<file path="config.mk">
export PLATFORM = sky130hd
export DESIGN_NAME = rpn_stack_ctrl_flat
export DESIGN_NICKNAME = d
export VERILOG_FILES = /design/src/rtl/rpn_pkg.sv /design/src/rtl/rpn_stack_ctrl_if.sv /design/src/rtl/rpn_stack_regfile.sv /design/src/rtl/rpn_stack_ctrl.sv /design/src/flat_wrapper.sv
export SDC_FILE = /design/constraint.sdc
export NUM_CORES = 1
export LEC_CHECK = 0
export ABC_AREA = 1
export BUFFER_PORTS_ARGS = -buffer_cell sky130_fd_sc_hd__buf_2
export CORE_ASPECT_RATIO = 0.75
export CORE_MARGIN = 2
export CORE_UTILIZATION = 35
export DETAILED_ROUTE_END_ITERATION = 8
export GPL_ROUTABILITY_DRIVEN = 0
export GPL_TIMING_DRIVEN = 0
export SLEW_MARGIN = 10
export SYNTH_ARGS = -nofsm -noshare
export SYNTH_HDL_FRONTEND = slang
export SYNTH_SLANG_ARGS = --single-unit
</file>
<file path="constraint.sdc">
create_clock -name clk -period 2.2 [get_ports clk]
set_input_delay 0.11 -clock clk [delete_from_list [all_inputs] [get_ports clk]]
set_output_delay 0.11 -clock clk [all_outputs]
set_load 0.005 [all_outputs]
</file>
<file path="src/rtl/rpn_pkg.sv">
// rtl/rpn_pkg.sv - shared types and constants for the RPN operand-stack controller
package rpn_pkg;

    localparam int OPCODE_W = 3;

    localparam logic [2:0] STATUS_IDLE      = 3'd0;
    localparam logic [2:0] STATUS_ISSUE     = 3'd1;
    localparam logic [2:0] STATUS_WAIT      = 3'd2;
    localparam logic [2:0] STATUS_WRITEBACK = 3'd3;
    localparam logic [2:0] STATUS_ERROR     = 3'd4;

    typedef enum logic [2:0] {
        ST_IDLE      = STATUS_IDLE,
        ST_ISSUE     = STATUS_ISSUE,
        ST_WAIT      = STATUS_WAIT,
        ST_WRITEBACK = STATUS_WRITEBACK,
        ST_ERROR     = STATUS_ERROR
    } rpn_state_t;

endpackage

</file>
<file path="src/rtl/rpn_stack_ctrl_if.sv">
// rtl/rpn_stack_ctrl_if.sv - start/done handshake between the stack controller and the ALU
interface rpn_stack_ctrl_if #(
    parameter int WIDTH = 16
);
    import rpn_pkg::*;

    logic                AluStart;
    logic [WIDTH-1:0]    AluOpA;
    logic [WIDTH-1:0]    AluOpB;
    logic [OPCODE_W-1:0] AluOpCode;
    logic                AluDone;
    logic [WIDTH-1:0]    AluResult;

    modport master (
        output AluStart, AluOpA, AluOpB, AluOpCode,
        input  AluDone, AluResult
    );

    modport slave (
        input  AluStart, AluOpA, AluOpB, AluOpCode,
        output AluDone, AluResult
    );

endinterface

</file>
<file path="src/rtl/rpn_stack_regfile.sv">
// rtl/rpn_stack_regfile.sv - DEPTH x WIDTH operand registers with fill pointer
module rpn_stack_regfile #(
    parameter int WIDTH = 16,
    parameter int DEPTH = 4,
    parameter int PW    = $clog2(DEPTH + 1)
) (
    input  logic             clk,
    input  logic             reset,
    input  logic             clear,
    input  logic             push_en,
    input  logic [WIDTH-1:0] push_data,
    input  logic             replace_en,
    input  logic [WIDTH-1:0] replace_data,
    output logic [PW-1:0]    depth,
    output logic [WIDTH-1:0] top,
    output logic [WIDTH-1:0] second
);
    localparam int AW = (DEPTH > 1) ? $clog2(DEPTH) : 1;

    logic [WIDTH-1:0] mem [DEPTH];
    logic [PW-1:0]    cnt;
    logic [AW-1:0]    push_idx;
    logic [AW-1:0]    top_idx;
    logic [AW-1:0]    second_idx;

    // Indices are only meaningful when the caller guards on depth.
    assign push_idx   = AW'(cnt);
    assign top_idx    = AW'(cnt - PW'(1));
    assign second_idx = AW'(cnt - PW'(2));

    always_ff @(posedge clk or negedge reset) begin
        if (!reset) begin
            cnt <= '0;
            for (int i = 0; i < DEPTH; i++) mem[i] <= '0;
        end else if (clear) begin
            cnt <= '0;
            for (int i = 0; i < DEPTH; i++) mem[i] <= '0;
        end else if (push_en) begin
            mem[push_idx] <= push_data;
            cnt           <= cnt + PW'(1);
        end else if (replace_en) begin
            mem[second_idx] <= replace_data;
            cnt             <= cnt - PW'(1);
        end
    end

    assign depth  = cnt;
    assign top    = (cnt == '0)      ? '0 : mem[top_idx];
    assign second = (cnt < PW'(2))   ? '0 : mem[second_idx];

endmodule

</file>
<file path="src/rtl/rpn_stack_ctrl.sv">
// rtl/rpn_stack_ctrl.sv - RPN operand stack FSM driving a multi-cycle ALU via start/done
module rpn_stack_ctrl
    import rpn_pkg::*;
#(
    parameter int WIDTH   = 16,
    parameter int DEPTH   = 4,
    parameter int TIMEOUT = 255
) (
    input  logic                         clk,
    input  logic                         reset,
    input  logic                         PushPulse,
    input  logic [WIDTH-1:0]             DataIn,
    input  logic                         OpPulse,
    input  logic [OPCODE_W-1:0]          OpCodeIn,
    input  logic                         ClearPulse,
    rpn_stack_ctrl_if.master             alu,
    output logic [WIDTH-1:0]             Top,
    output logic [$clog2(DEPTH+1)-1:0]   Depth,
    output logic                         Busy,
    output logic                         Err,
    output logic [2:0]                   Status
);
    localparam int PW = $clog2(DEPTH + 1);
    localparam int CW = $clog2(TIMEOUT + 1);

    rpn_state_t          state, state_n;
    logic [CW-1:0]       tmo_cnt;
    logic [WIDTH-1:0]    op_a, op_b, res_q;
    logic [OPCODE_W-1:0] opcode_q;
    logic [WIDTH-1:0]    second;
    logic                clear, push_en, replace_en, latch_op, latch_res, cnt_clr, cnt_inc;

    rpn_stack_regfile #(.WIDTH(WIDTH), .DEPTH(DEPTH), .PW(PW)) u_regfile (
        .clk          (clk),
        .reset        (reset),
        .clear        (clear),
        .push_en      (push_en),
        .push_data    (DataIn),
        .replace_en   (replace_en),
        .replace_data (res_q),
        .depth        (Depth),
        .top          (Top),
        .second       (second)
    );

    always_ff @(posedge clk or negedge reset) begin
        if (!reset) begin
            state    <= ST_IDLE;
            tmo_cnt  <= '0;
            op_a     <= '0;
            op_b     <= '0;
            opcode_q <= '0;
            res_q    <= '0;
        end else begin
            state <= state_n;
            if (cnt_clr)        tmo_cnt <= '0;
            else if (cnt_inc)   tmo_cnt <= tmo_cnt + CW'(1);
            if (latch_op) begin
                op_a     <= second;
                op_b     <= Top;
                opcode_q <= OpCodeIn;
            end
            if (latch_res) res_q <= alu.AluResult;
        end
    end

    always_comb begin
        state_n    = state;
        clear      = 1'b0;
        push_en    = 1'b0;
        replace_en = 1'b0;
        latch_op   = 1'b0;
        latch_res  = 1'b0;
        cnt_clr    = 1'b0;
        cnt_inc    = 1'b0;
        if (ClearPulse) begin
            clear   = 1'b1;
            state_n = ST_IDLE;
        end else begin
            unique case (state)
                ST_IDLE: begin
                    // An op in the same cycle as a push takes precedence; the push is lost.
                    if (OpPulse) begin
                        if (Depth >= PW'(2)) begin
                            latch_op = 1'b1;
                            state_n  = ST_ISSUE;
                        end else begin
                            state_n  = ST_ERROR;
                        end
                    end else if (PushPulse) begin
                        if (Depth < PW'(DEPTH)) push_en = 1'b1;
                        else                    state_n = ST_ERROR;
                    end
                end
                ST_ISSUE: begin
                    cnt_clr = 1'b1;
                    state_n = ST_WAIT;
                end
                ST_WAIT: begin
                    if (alu.AluDone) begin
                        latch_res = 1'b1;
                        state_n   = ST_WRITEBACK;
                    end else if (tmo_cnt == CW'(TIMEOUT - 1)) begin
                        state_n   = ST_ERROR;
                    end else begin
                        cnt_inc   = 1'b1;
                    end
                end
                ST_WRITEBACK: begin
                    replace_en = 1'b1;
                    state_n    = ST_IDLE;
                end
                ST_ERROR: state_n = ST_ERROR;
                default:  state_n = ST_IDLE;
            endcase
        end
    end

    assign alu.AluStart  = (state == ST_ISSUE);
    assign alu.AluOpA    = op_a;
    assign alu.AluOpB    = op_b;
    assign alu.AluOpCode = opcode_q;
    assign Busy          = (state != ST_IDLE);
    assign Err           = (state == ST_ERROR);
    assign Status        = state;

endmodule

</file>
<file path="src/flat_wrapper.sv">
// flat-port wrapper written by rule: the top's interface ports become plain ports
module rpn_stack_ctrl_flat import rpn_pkg::*;
#(
    parameter int WIDTH   = 16,
    parameter int DEPTH   = 4,
    parameter int TIMEOUT = 255
)
  (clk, reset, PushPulse, DataIn, OpPulse, OpCodeIn, ClearPulse, Top, Depth, Busy, Err, Status, alu_AluStart, alu_AluOpA, alu_AluOpB, alu_AluOpCode, alu_AluDone, alu_AluResult);
  rpn_stack_ctrl_if #(.WIDTH(WIDTH)) alu_i ();
  input  logic clk;
  input  logic reset;
  input  logic PushPulse;
  input  logic [WIDTH-1:0] DataIn;
  input  logic OpPulse;
  input  logic [OPCODE_W-1:0] OpCodeIn;
  input  logic ClearPulse;
  output logic [WIDTH-1:0] Top;
  output logic [$clog2(DEPTH+1)-1:0] Depth;
  output logic Busy;
  output logic Err;
  output logic [2:0] Status;
  output wire logic [$bits(alu_i.AluStart)-1:0] alu_AluStart;
  output wire logic [$bits(alu_i.AluOpA)-1:0] alu_AluOpA;
  output wire logic [$bits(alu_i.AluOpB)-1:0] alu_AluOpB;
  output wire logic [$bits(alu_i.AluOpCode)-1:0] alu_AluOpCode;
  input wire logic [$bits(alu_i.AluDone)-1:0] alu_AluDone;
  input wire logic [$bits(alu_i.AluResult)-1:0] alu_AluResult;
  assign alu_AluStart = alu_i.AluStart;
  assign alu_AluOpA = alu_i.AluOpA;
  assign alu_AluOpB = alu_i.AluOpB;
  assign alu_AluOpCode = alu_i.AluOpCode;
  assign alu_i.AluDone = alu_AluDone;
  assign alu_i.AluResult = alu_AluResult;
  rpn_stack_ctrl #(.WIDTH(WIDTH), .DEPTH(DEPTH), .TIMEOUT(TIMEOUT)) u_core (.clk(clk), .reset(reset), .PushPulse(PushPulse), .DataIn(DataIn), .OpPulse(OpPulse), .OpCodeIn(OpCodeIn), .ClearPulse(ClearPulse), .alu(alu_i), .Top(Top), .Depth(Depth), .Busy(Busy), .Err(Err), .Status(Status));
endmodule
</file>
After elaboration in Yosys (flattened, before gate mapping). Cells that the tools add are included.

Flip-flop bits (word level): 129. Input bits: 41. Output and inout port bits: 60. Word-level logic and storage cells: 93.

Add/sub/neg operators: 4. Order comparisons: 8. Equality and inequality tests: 8. Mux-type cells: 51. Bitwise gates (word level): 3. Reduce and logical (&&, ||, !) cells: 8.

Operators with widths (number): two-way mux 64 bit (3); bitwise mux 64 bit (2); two-way mux 16 bit (8); binary-select mux 16 bit (select 2 bit) (2); demux 16 bit (select 2 bit) (2); two-way mux 3 bit (10); two-way mux 1 bit (21); two-way mux 8 bit (2); case mux 3 bit (4 select lines) (1); greater-or-equal comparator 3 bit, second input constant (3); NOT 2 -> 3 bit (3); adder 8 x 1 -> 8 bit, second input constant (1); == test 8 bit, second input constant (1); != test 4 bit, second input constant (2); == test 3 x 2 -> 1 bit, second input constant (2); zero test 3 bit (2); < comparator 3 x 1 -> 1 bit, second input constant (2); nonzero test 3 bit (2); != test 4 x 3 -> 1 bit, second input constant (1); adder 3 x 1 -> 3 bit, second input constant (1); == test 3 x 1 -> 1 bit, second input constant (1); == test 3 bit, second input constant (1); greater-or-equal comparator 3 x 2 -> 1 bit, second input constant (1); < comparator 3 x 2 -> 1 bit, second input constant (1); other kinds (6) (7).

Longest topological paths before layout.
Word-level depth: 10. Depth in mapped cells: 12. Mapped depth without buffers: 8.

By module. A second synthesis with hierarchy kept.

Cells, all modules: 1174. Area, all modules: 7860.0 um^2.

By module, submodules not included: rpn_stack_regfile (times used 1, cells each 852, area each 5071.1 um^2); rpn_stack_ctrl (times used 1, cells each 322, area each 2788.9 um^2).

Worst setup path before layout. No wires, ideal clock.

Path kind: reg2reg. Start point: register u_core.u_regfile.cnt[1] (netlist: u_core.u_regfile.depth[1]). End point: register u_core.op_b[5] (netlist: u_core.alu.AluOpB[5]). Setup time: 0.066 ns. Data arrival time: 2.157 ns. Required time: 2.134 ns. Setup slack: -0.023 ns. Stages on the path, launching flop included: 11. Buffers on the path: 3. Path through: dfrtp_1 > clkbuf_1 > clkbuf_1 > inv_1 > ha_1 > inv_1 > clkbuf_1 > o211ai_1 > a21oi_1 > nand2_1 > nand2_1.

Longest elaborated chain between the ends: 6.

RTL lines: from (decl) (RTL line rpn_stack_regfile.sv:21) `logic [PW-1:0] cnt;`; from (signal assigned) (RTL line rpn_stack_regfile.sv:40) `cnt <= cnt + PW'(1);`; from (signal assigned) (RTL line rpn_stack_regfile.sv:43) `cnt <= cnt - PW'(1);`; subtractor 3 x 1 -> 3 bit; NOT 2 -> 3 bit (not written as such) (RTL line rpn_stack_regfile.sv:48) `assign top = (cnt == '0) ? '0 : mem[top_idx];`; binary-select mux 16 bit (select 2 bit) (RTL line rpn_stack_regfile.sv:48); two-way mux 16 bit (not written as such) (2 in series) (RTL line rpn_stack_regfile.sv:48); two-way mux 16 bit * (RTL line rpn_stack_regfile.sv:48); net Top[5] (RTL line flat_wrapper.sv:17) `output logic [WIDTH-1:0] Top;`; to (signal assigned) (RTL line rpn_stack_ctrl.sv:60) `op_b <= Top;`; to (decl) (RTL line rpn_stack_ctrl.sv:28) `logic [WIDTH-1:0] op_a, op_b, res_q;`.

The timed path passes the listed nets; every way through them passes the cells marked *. The select of a mux whose other input is x is not followed. A chain may end at the register's enable or synchronous reset.

Worst setup path after layout.
Start point: register u_core.u_regfile.cnt[0] (netlist: u_core.u_regfile.depth[0]). End point: output port Top[9].

Longest elaborated chain between the ends: 6.

RTL lines (RTL line): subtractor 3 x 1 -> 3 bit; NOT 2 -> 3 bit (not written as such) (rpn_stack_regfile.sv:48); binary-select mux 16 bit (select 2 bit) (rpn_stack_regfile.sv:48); two-way mux 16 bit (not written as such) (2 in series) (rpn_stack_regfile.sv:48); two-way mux 16 bit * (rpn_stack_regfile.sv:48); to (decl) (flat_wrapper.sv:17).

Every way passes the cells marked *; elsewhere a longest branch is shown, timed or not. The select of a mux whose other input is x is not followed.

==> impl_metrics.yaml <==
drt:
  ant_nets: 0
  first_pass_iters: 7
  vias: 8887
  wl_per_cell_microns: 16.65
  drtIter0Drc: 775
  via_per_inst: 5.116
  drt-total-wl_microns: 28910
  drc: 0
logic_synthesis:
  async_flop_share: 1.000
  yosysSeqAreaShare: 0.3897
  synth.distinct_cells: 27
  syn_inst: 1254
  yosys.area.top_type: "dfrtp_1"
  synth_top_area_share: 0.3897
  synthTopCellsByArea: "dfrtp_1, nand2_1, inv_1, o21ai_0, nand3_1"
  yosysMostFrequentCell: "nand2_1"
  ys.flop_type: "dfrtp_1"
  synth_area_sq_um: 8284
  ys_seq_elements: 129
  ys_warn_count: 0
  synth_common_cells: "nand2_1, inv_1, dfrtp_1"
  synth_nets: 1302
  synth_edf_count: 0
  syn_avg_cell_area_sq_um: 6.606
grt:
  grt_pass1_wl_microns: 45520
  track_usage: 0.2396
  grt_max_degree: 85
  antenna_found_initial: 0
  overflow: 0
  grt_pass1_vias: 8277
sta:
  finalCriticalPeriod_ns: 2.258
  hold_viol: 0
  grt_setup_unrepaired: "yes"
  finalSetupViolations: 16
  relSlewSlack: 0.5838
  fmax_mhz: 442.9
  holdWs_ns: 0.06939
  clock_skew_ns: 0.01228
  slew_viol_final: 0
  worst_slack_ns: -0.05770
  tightest_slew_ns: 0.6243
  final.period_utilization: 1.026
clock_tree:
  clk_pin_slew_worst_paths_ns: 0.06
  clock_path_buffers: 2
  cts_buffers: 17
  cts_tree: "yes"
  clkLatencyLatePin_ns: 0.44
  cts.sinks: 129
  cts-root-buf: "clkbuf_16"
  htreeDepth: 4
worst_setup_path:
  crit_chain: "inv_2 -> buf_6 -> buf_12 -> ha_4 -> inv_8 -> buf_16 -> a21oi_2 -> o21ai_1 -> a21oi_2 -> buf_2"
  critPathLaunchType: "flop"
  critPathMaxFanout: 8
  critPathKind: "flop to output port"
  crit_path_end_kind: "output port"
  cp.depth: 10
  max_stage_delay_ns: 0.39
  cp_data_arrival_time_ns: 2.15
  worst-path-buf-inv: 6
  slowest_stage: "dfrtp_2"
  reg2reg_depth: 12
  crit_top_cell: "a21oi_2"
  cp.required_ns: 2.09
  crit_family: "buffers and inverters"
run:
  maxCapViolCount: 0
layout:
  antennaDiodeCount: 0
  syn_to_final_growth_pct: 28.79
  fill_cells: 2408
  fin_cells: 1737
  drive_above_1_share: 0.2025
  finish.net_count: 1472
floorplanning:
  io_pins: 101
  die_w_microns: 181.7
  core_sq_um: 23120
  die_h_microns: 137.2
  die_area_sq_um: 24930
  rows: 48
  initial_utilization: 0.3583
min_path:
  hold_path_class: "input port to flop"
  whs_path_depth: 5
power:
  power_density_nw_per_um2: 855.0
  peakVddDrop_mv: 0.5930
  leakage_nw: 6.010
run_status:
  status: "finished, violations left"
  violations: "setup timing"
placed_design:
  place_inst: 1655
  port-buffer-count: 100
  hpwl_microns: 21630
[repair_timing]
| action | in CTS | in global routing |
|---|---|---|
| hold buffers | 20 | 0 |
| hold endpoints to repair | 64 | 0 |
| resized for setup | 100 | 24 |
| setup endpoints to repair | 97 | 66 |
| pin swaps | 20 | 10 |
| buffers inserted | 25 | 4 |
| gates cloned | 3 | 0 |
[per-stage QoR]
step	setup WS [ns]	util	setup TNS, ns	instance area [sq um]	power, mW
global placement	-0.8566	0.3962	-147.13	9161	5.543
finish	-0.05770	0.4614	-0.4927	10670	9.122
detailed placement	-0.7661	0.3977	-41.00	9195	5.592
floorplan	0.08272	-	0	8285	4.582
global route	-0.1517	0.4614	-1.886	10670	9.640
CTS	-0.05731	0.4578	-0.5414	10590	9.070
[flip-flops by register name, summed over array words and instances, names as in the netlist]
name                    count
u_core.Status               3
u_core.u_regfile.depth      3
u_core.alu.AluOpCode        3
u_core.u_regfile.mem       64
u_core.alu.AluOpA          16
u_core.alu.AluOpB          16
u_core.tmo_cnt              8
u_core.res_q               16
[cell families (layout without fill, tap and decap cells)]
logic type               after synthesis  count (layout)  synth area share
AND/OR/NAND/NOR                      679             679            0.3391
buffers and inverters                221             404            0.1139
AO/OA/AOI/OAI                        215             215            0.1436
flip-flops                           129             129            0.3897
adder cells (fa/ha/maj)                7               7           0.01057
XOR/XNOR                               3               3          0.003172
[tightest hold or removal path, stage by stage]
cell and delay [ns]:
buf_2 0.11, nand2_1 0.06, nand3_1 0.08, nand2_1 0.07, nor2_1 0.04
[where the power goes]
part           internal (mW)  switching (mW)  total (mW)  leakage, nW
clock network           1.78            1.21        3.00        0.292
logic                   1.16            1.83        2.99         4.05
registers               2.85           0.289        3.14         1.66
[layer usage]
layer / part of all wire / GRT usage / vias to the layer above
met5: 0 / 0 / -
met4: 0.024 / 0.08582 / 0
met3: 0.075 / 0.05948 / 50
met2: 0.43 / 0.3589 / 322
met1: 0.47 / 0.3366 / 4203
li1: - / - / 4312
[path summary, 6_finish.rpt]
kind / start / endpoint / slack [ns]
setup reg to reg: u_core.u_regfile.depth[0]$_DFFE_PN0P_ / u_core.u_regfile.mem[59]$_DFFE_PN0P_ / 0.14
max in group asynchronous: reset / u_core.alu.AluOpB[11]$_DFFE_PN0P_ / 1.25
hold / removal: PushPulse / u_core.Status[2]$_DFFE_PN0P_ / 0.07
setup / recovery: u_core.u_regfile.depth[0]$_DFFE_PN0P_ / Top[9] / -0.06
hold reg to reg: u_core.alu.AluOpCode[2]$_DFFE_PN0P_ / u_core.alu.AluOpCode[2]$_DFFE_PN0P_ / 0.47
min in group asynchronous: reset / u_core.tmo_cnt[4]$_DFFE_PN0P_ / 0.17
[area by class of cell]
type | count | area [sq um] | area share
Multi-Input combinational cell | 904 | 4319 | 0.4048
Inverter | 139 | 538.0 | 0.05043
Sequential cell | 129 | 3229 | 0.3027
Clock buffer | 20 | 466.7 | 0.04374
Buffer | 80 | 545.5 | 0.05113
Timing Repair Buffer | 153 | 1049 | 0.09828
Tap cell | 300 | 375.4 | 0.03518
Clock inverter | 12 | 146.4 | 0.01372
[placed cells by master, fill, tap and decap left out, drive strengths merged, types with 2 or more instances in the layout]
| cell type | Yosys | final |
|---|---|---|
| nand3 | 89 | 89 |
| nor2 | 100 | 100 |
| dfrtp | 129 | 129 |
| nand2 | 471 | 471 |
| o21ai | 101 | 101 |
| dlygate4sd3 | 0 | 20 |
| nand3b | 2 | 2 |
| a21oi | 65 | 65 |
| nor3 | 16 | 16 |
| clkbuf | 31 | 54 |
| xor2 | 3 | 3 |
| ha | 7 | 7 |
| a31oi | 16 | 16 |
| clkinv | 0 | 2 |
| buf | 51 | 179 |
| clkinvlp | 0 | 4 |
| inv | 139 | 143 |
| o211ai | 33 | 33 |
| bufinv | 0 | 2 |
(Power assumes the default switching activity.)
